--- config.mk ---
export PLATFORM = sky130hd
export DESIGN_NAME = lut_routethru_pipe
export DESIGN_NICKNAME = d
export VERILOG_FILES = /design/src/rtl/lut_routethru_pipe.sv
export SDC_FILE = /design/constraint.sdc
export NUM_CORES = 1
export LEC_CHECK = 0
export BUFFER_PORTS_ARGS = -buffer_cell sky130_fd_sc_hd__buf_4
export CORE_MARGIN = 4
export CORE_UTILIZATION = 45
export DETAILED_ROUTE_END_ITERATION = 6
export PLACE_DENSITY_LB_ADDON = 0.12
export SLEW_MARGIN = 20
export SYNTH_ARGS = -nofsm -noshare
export SYNTH_HDL_FRONTEND = slang
export SYNTH_SLANG_ARGS = --single-unit
--- constraint.sdc ---
create_clock -name clk -period 1.4 [get_ports clk]
set_input_delay 0.07 -clock clk [delete_from_list [all_inputs] [get_ports clk]]
set_output_delay 0.07 -clock clk [all_outputs]
set_load 0.01 [all_outputs]
--- src/rtl/lut_routethru_pipe.sv ---
// lut_routethru_pipe
// WIDTH parallel channels through DEPTH register stages, with a scan mode
// that strings every register into one serial chain and a saturating fill
// counter that raises valid once the pipe holds only parallel-mode data.
//
// Optional build macro: LUT_ROUTETHRU_PIPE_INV_EN adds the inv port, which
// conditionally inverts the parallel input ahead of stage 0 so a real LUT
// sits in front of the first FF instead of a route-thru.
//
// Register layout: stage s, bit b lives at chain[s*WIDTH + b]. This makes the
// parallel shift and the scan shift the same flat vector shifted by WIDTH or
// by 1, so switching modes never rearranges or loses contents.

module lut_routethru_pipe #(
  parameter int WIDTH = 4,
  parameter int DEPTH = 3
) (
  input  logic             clk,
  input  logic             rst_n,
  input  logic [WIDTH-1:0] i,
  input  logic             en,
  input  logic             mode,
  input  logic             scan_in,
`ifdef LUT_ROUTETHRU_PIPE_INV_EN
  input  logic             inv,
`endif
  output logic [WIDTH-1:0] o,
  output logic             scan_out,
  output logic             valid
);

  localparam int NBITS = WIDTH * DEPTH;
  localparam int CW    = $clog2(DEPTH + 1);
  localparam logic [CW-1:0] CNT_FULL = CW'(DEPTH);

  logic [NBITS-1:0] chain;
  logic [NBITS-1:0] chain_nxt;
  logic [WIDTH-1:0] d0;
  logic [CW-1:0]    cnt;

  // Stage-0 data: plain route-thru, or an inverting LUT when the option is built in
  always_comb begin
`ifdef LUT_ROUTETHRU_PIPE_INV_EN
    d0 = inv ? ~i : i;
`else
    d0 = i;
`endif
  end

  // Next chain value: whole-word shift in parallel mode, single-bit shift in scan mode
  always_comb begin
    chain_nxt = chain;
    if (mode) begin
      chain_nxt = (chain << 1) | NBITS'(scan_in);
    end else begin
      chain_nxt = (chain << WIDTH) | NBITS'(d0);
    end
  end

  // Data registers advance only when enabled
  always_ff @(posedge clk or negedge rst_n) begin
    if (!rst_n) begin
      chain <= '0;
    end else if (en) begin
      chain <= chain_nxt;
    end
  end

  // Fill counter: any scan-mode edge discards the fill, enabled parallel edges count up to DEPTH
  always_ff @(posedge clk or negedge rst_n) begin
    if (!rst_n) begin
      cnt <= '0;
    end else if (mode) begin
      cnt <= '0;
    end else if (en && (cnt != CNT_FULL)) begin
      cnt <= cnt + 1'b1;
    end
  end

  assign o        = chain[NBITS-1 -: WIDTH];
  assign scan_out = chain[NBITS-1];
  // valid drops the moment mode goes high, without waiting for an edge
  assign valid    = (cnt == CNT_FULL) && !mode;

endmodule
# Word-level counts from Yosys, hierarchy flattened
# Cells that the tools add are included.
[totals]
in_bits = 9
ff_bits = 14
[op_classes]
muxes = 3
eq_ne = 2
bitwise_logic = 2
reduce_logical = 4
addsub = 1
[op_table]
columns = ["cell", "count"]
rows = [
  ["$mux 12", 1],
  ["$or 12x1->12", 1],
  ["$or 12x4->12", 1],
  ["$mux 2", 2],
  ["$add 2x1->2 const B", 1],
  ["$eq 2x2->1 const B", 1],
  ["$logic_and 1x1->1", 2],
  ["$ne 2x2->1 const B", 1],
  ["$reduce_bool 2->1", 1],
  ["$logic_not 1->1", 1],
]

# Longest topological paths before layout
# Gate-level depths: netlist of the first run.
[depth]
ltp_word = 4
mapped_depth = 4
ltp_nobuf = 4

# Worst setup path before layout of the first run
# Ideal clock, no wire load.
[synth_timing]
path_type = "register to register"
from = "reg cnt[0]"
to = "reg cnt[1]"
period_less_slack_ns = 1.126
path_slack_ns = 0.274
setup_time_ns = 0.118
path_stages_with_launch = 5
arrival_ns = 1.007
t_required_ns = 1.282
cell_sequence = "dfrtp_1 -> ha_1 -> and2b_1 -> mux2i_1 -> nor2_1"
[synth_via]
elab_chain_cells = 3
word_cells_on_any_way = 6
cone_classes = "1 x add/sub; 1 x eq/ne; 2 x mux; 2 x reduce/logical"
[synth_lines]
columns = ["item", "line_no", "text"]
rows = [
  ["start, declared", "39", "logic [CW-1:0] cnt;"],
  ["start signal, assigned", "76", "cnt <= cnt + 1'b1;"],
  ["$add 2x1->2 or $ne 2x2->1 (tied branches)", "76, 75", ""],
  ["$mux 2 or $logic_and 1x1->1 (tied branches)", "75", "end else if (en && (cnt != CNT_FULL)) begin"],
  ["$mux 2 or $reduce_bool 2->1 (tied branches)", "n/a", ""],
]
# Several ways; a longest one is shown, not always the timed one. The select of a mux whose other input is x is not followed.
# A chain may end at the register's enable or synchronous reset.

# Worst setup path in the final report of the first run
[layout_timing]
from = "reg cnt[0]"
to = "out valid"
[layout_via]
elab_chain_cells = 2
[layout_lines]
columns = ["item", "line_no", "text"]
rows = [
  ["$eq 2x2->1", "83", "assign valid = (cnt == CNT_FULL) && !mode;"],
  ["$logic_and 1x1->1", "83", ""],
  ["end, declared", "29", "output logic valid"],
]
# Every way passes these cells.

==> metrics, run 1 <==
drt drc 0; CTS max path bufs 2; critical path data arrival time 1.19 ns; DR pass1 iterations 5; crit path max fanout 2; gr ovfl total 0; PD cells 1180 nW/um2; Core Footprint 1490 um2; Max Freq around 790 MHz; Final Max Slew Viols 0; Synth Cell Area 707 um2; Hold WC Path Type in2reg; Final WS setup 0.140 ns; Reg power frac 55.0%; average size of a mapped cell 10.7 um2; pre-CTS setup slack 0.226 ns; diode count 0; Iter 0 DRT Violations 8; vias in the first global route 416; PostCTS Resize Cnt 0; Port Buf Inserts 14; starting density of the core about 47%; Sw Ratio 27.5%; Die W 47.6 um; multi-input logic area 280 um2; crit end category primary output; register area 350 um2; # IOs 15; layout net count 87; r2r setup slk 0.22 ns; Hold WS between 0.08 and 0.09 ns; CTS tree yes; initial antenna violation count 0; Clk pwr share about a quarter; vias per cell 5.00; global-route wire length before repair 1770 um; Synth Instances 66; Worst Path Required 1.33 ns; slew of the pin with the lowest slew margin 0.229 ns; Ys Warns 0; total CTS buffers 3; Clock Skew ~0.00038 ns; post-layout util 52.9%; row count 14; post-route ant nets 0; DR vias ~460; Final Hold Fails 0; Die ar. around 2300 um2; fillcell total approximately 140; Post-DP Area ~760 um2; Post-CTS Hold Buffers 1; Logic pwr share 21.5%; design area roughly 790 um2; layout cells sized above 1 24.0%; clk root buf clkbuf_4; setup TNS 0 ns; sequential share of the synthesized area 49.6%; per-cell routed wire length 12.1 um; clk sinks 14; status completed; Final Setup Violations 0; Sw Pwr about 260 uW; GP Congestion 0.658; Worst-path clk slew roughly 0.07 ns; Inst Count DP slightly below 90; die height 47.6 um; Tot GR Track Use around an eighth; Mapped Nets 76; Unique masters post-synth 12; Routed WL 1110 um; H-tree depth 1; min Tclk post-route about 1.3 ns; worst vdd ir 646 uV; LEAKAGE 0.379 nW; Max-cap violations 0; post-DP HPWL 755 um; total power 927 uW; CP startpoint kind flop; Final Cycle Share 90.0%; Post-CTS Setup Bufs 0; final non-filler cell total 91; pin count of the biggest net entering global routing 26; RSZ-0062 raised after global routing no; Clk Latency, worst-skew pair 0.27 ns; relative slew slack 84.7%; P_int 672 uW; Layout area overhead 11.5%; Crit Path Class reg2out; Yosys reg bits 14
cell usage after synthesis:
library cell  number  area share (%)
buf_12             1             2.8
buf_6              1             1.6
buf_2              3             2.1
ha_1               1             1.8
and2b_1            1             1.1
nor2_1            14             7.4
a21oi_1           12             8.5
dfrtp_1           14              50
and2b_2            1             1.2
buf_4              4             4.2
xnor2_1            1             1.2
mux2i_1           13              18
worst max-delay path: stages (launching register included):
cell and delay (ns):
dfrtp_1 0.39, ha_1 0.20, and2b_2 0.18, buf_4 0.14
final timing paths:
| check | endpoint | from | depth (start not counted) |
|---|---|---|---|
| max | valid | cnt[0] | 3 |
| min in group asynchronous | chain[11] | rst_n | 2 |
| min reg2reg | cnt[1] | cnt[1] | 2 |
| min | chain[2] | i[2] | 3 |
| max reg2reg | cnt[1] | cnt[0] | 4 |
| max in group asynchronous | chain[10] | rst_n | 2 |
layout make-up:
class,count,area share [%]
repair buffers,15,14.6
flip-flops and latches,14,44.4
well taps,16,2.54
multi-input cells,43,35.6
clock buffers,3,2.86
power groups by stage:
stage | logic, mW | clock network [mW] | registers, mW
4_1_cts | 0.204 | 0.230 | 0.513
3_5_place_dp | 0.200 | 0 | 0.521
3_3_place_gp | 0.198 | 0 | 0.518
5_1_grt | 0.226 | 0.241 | 0.520
2_1_floorplan | 0.159 | 0 | 0.510
6_report | 0.199 | 0.217 | 0.510
state kept, by name (all words and copies together), names as in the netlist:
register,count
cnt,2
chain,12
cells by family (layout without fill, tap and decap cells):
family,count (synthesis),count (layout),synth area share [%]
buffers and inverters,9,18,10.8
AO/OA/AOI/OAI,12,12,8.50
multiplexers,13,13,18.4
AND/OR/NAND/NOR,16,16,9.74
adder cells (fa/ha/maj),1,1,1.77
flip-flops,14,14,49.6
XOR/XNOR,1,1,1.24
metal layers:
layer / part of all wire (%) / wire length [um] / GRT usage (%)
met2: 45 / 502 / 18.4
met4: 0 / 0 / 4.84
met3: 8.3 / 92 / 5.64
met1: 46 / 510 / 13.6
met5: 0 / 0 / 0
cells in the final DEF, fill, tap and decap left out, drive strengths merged:
master       synthesis  routed
mux2i               13      13
clkbuf               0       3
buf                  9      14
ha                   1       1
dlygate4sd3          0       1
a21oi               12      12
xnor2                1       1
nor2                14      14
and2b                2       2
dfrtp               14      14
Note: power is estimated with default switching activity, not from simulation.
==> inputs of run 2 (changes only) <==
- GPL_TIMING_DRIVEN: not set -> 0
- clock period: 1.4 -> 1.3 ns (I/O delays scaled with it)
==> metrics, run 2 (same netlist as run 1, synthesis figures left out) <==
RR Startpoint cnt[0]; fillcell total 131 (-7.1%); Clk pwr share 27.8% (+4.3 points); layout cells sized above 1 32.5% (+8.5 points); Layout area overhead 22.5%; Post-DP Area 817 um2 (+8.1%); vias in the first global route 497 (+19%); final non-filler cell total 99 (+8.8%); Worst Hold Launch i[0]; commonest non-fill, non-tap cell in the layout buf_4; register name with the most flops chain; max FFs per register 12 (unchanged); global-route wire length before repair 2130 um (+21%); Routed WL 1310 um (+18%); post-DP HPWL 924 um (+22%); critical path data arrival time 1.17 ns (-0.02 ns); die height 47.6 um (unchanged); Iter 0 DRT Violations 2 (-6); Logic pwr share 23.3% (+1.8 points); PD cells 1300 nW/um2 (+10%); layout net count 94 (+8.0%); crit end category primary output; DR vias 523 (+15%); R2R depth 4 (unchanged); clk sinks 14 (unchanged); P_int 822 uW (+22%); starting density of the core 47.5% (unchanged); worst vdd ir 688 uV (+6.5%); Reg power frac 48.9% (-6.1 points); Worst Path Required 1.24 ns (-0.09 ns); crit-path cells ha_2, and2b_2, buf_4; Port Buf Inserts 12 (-2); Min-Delay Endpoint chain[0]; Core Footprint 1490 um2 (unchanged); post-route ant nets 0 (unchanged); min Tclk post-route 1.24 ns; Worst Path Buf+Inv 1 (unchanged); setup TNS 0 ns (unchanged); Final WS setup 0.0622 ns (-0.0782 ns); Final Setup Violations 0 (unchanged); CP startpoint kind flop; per-cell routed wire length 13.2 um (+8.9%); Die W 47.6 um (unchanged); Max-cap violations 0 (unchanged); CTS max path bufs 2 (unchanged); CP max stage delay 0.40 ns (about the same); total CTS buffers 3 (unchanged); kind of cell adding the most delay to the critical path flip-flops; Crit Path Class reg2out; hold depth 3 (unchanged); clk root buf clkbuf_4; CP max-delay cell dfrtp_1; gr ovfl total 0 (unchanged); total power 1.13 mW (+21%); DR pass1 iterations 4 (-1); Final Hold Fails 0 (unchanged); Final Cycle Share a little over nine tenths; status completed; crit path max fanout 2 (unchanged); Clock Skew 0.000406 ns (+0.0000304 ns); H-tree depth 1 (unchanged); row count 14 (unchanged); Sw Pwr 303 uW (+19%); Final Max Slew Viols 0 (unchanged); RSZ-0062 raised after global routing no; design area 866 um2 (+9.8%); LEAKAGE 0.419 nW (+11%); Hold WC Path Type in2reg; Clk Latency, worst-skew pair 0.28 ns (about the same); initial antenna violation count 0 (unchanged); slew of the pin with the lowest slew margin 0.194 ns (-0.0353 ns); Worst-path clk slew 0.08 ns (about the same); Die ar. 2270 um2 (unchanged); post-layout util 58.2% (+5.2 points); Hold WS 0.0829 ns (-0.000683 ns); diode count 0 (unchanged); r2r setup slk 0.14 ns (-0.08 ns); CTS tree yes; Max Freq 808 MHz; Post-CTS Setup Bufs 0 (unchanged); FF-to-FF End cnt[1]; relative slew slack 87.1% (+2.4 points); pin count of the biggest net entering global routing 15 (-42%); vias per cell 5.28 (+5.7%); pre-CTS setup slack 0.109 ns (-0.118 ns); Largest regs chain: 12 flops, cnt: 2 flops; GP Congestion 0.684 (+3.9%); drt drc 0 (unchanged); most frequent cells in the layout 16 x buf_4, 14 x nor2_1, 14 x dfrtp_1; # IOs 15 (unchanged); Inst Count DP 94 (+8.0%); Sw Ratio 27.0% (-0.59 points); Tot GR Track Use 14.0% (+2.3 points)
==> run 2: layout make-up <==
cell class              instances  area, um2  area share, %
plain buffers                   9       76.3           8.82
multi-input cells              43        283           32.7
repair buffers                 13        100           11.6
well taps                      16       20.0           2.31
flip-flops and latches         14        350           40.5
clock buffers                   4       36.3           4.19
==> run 2: layer usage <==
layer	global-route usage (%)	part of all wire, %	vias up
li1	-	-	253
met1	16.3	46	252
met2	22.5	46	14
met3	5.64	6.8	4
met4	6.45	1.3	0
met5	0	0	-
==> run 2: timing repair <==
| action | CTS | global route |
|---|---|---|
| endpoints found under the setup margin | 0 | 1 |
| resized for setup | 0 | 1 |
| hold buffers | 1 | 0 |
| endpoints found under the hold margin | 14 | 0 |
==> run 2: worst max-delay path by stage <==
stage	start	end	slack [ns]	cells past startpoint
global placement	cnt[0]	cnt[1]	0.13	4
detailed placement	cnt[0]	cnt[1]	0.11	4
CTS	cnt[0]	valid	0.007	3
floorplan	cnt[0]	cnt[1]	0.17	4
global route	cnt[0]	valid	0.007	3
finish	cnt[0]	valid	0.06	3
==> run 2: power by group through the flow <==
| stage | clock [mW] | sequential (mW) | combinational, mW |
|---|---|---|---|
| finish | 0.313 | 0.551 | 0.262 |
| global route | 0.343 | 0.561 | 0.295 |
| CTS | 0.326 | 0.551 | 0.267 |
| detailed placement | 0 | 0.561 | 0.263 |
| global placement | 0 | 0.560 | 0.256 |
| floorplan | 0 | 0.549 | 0.172 |
==> run 2: worst min-delay path: stages <==
cell,delay (ns)
buf_4,0.08
mux2i_1,0.05
a21oi_1,0.13
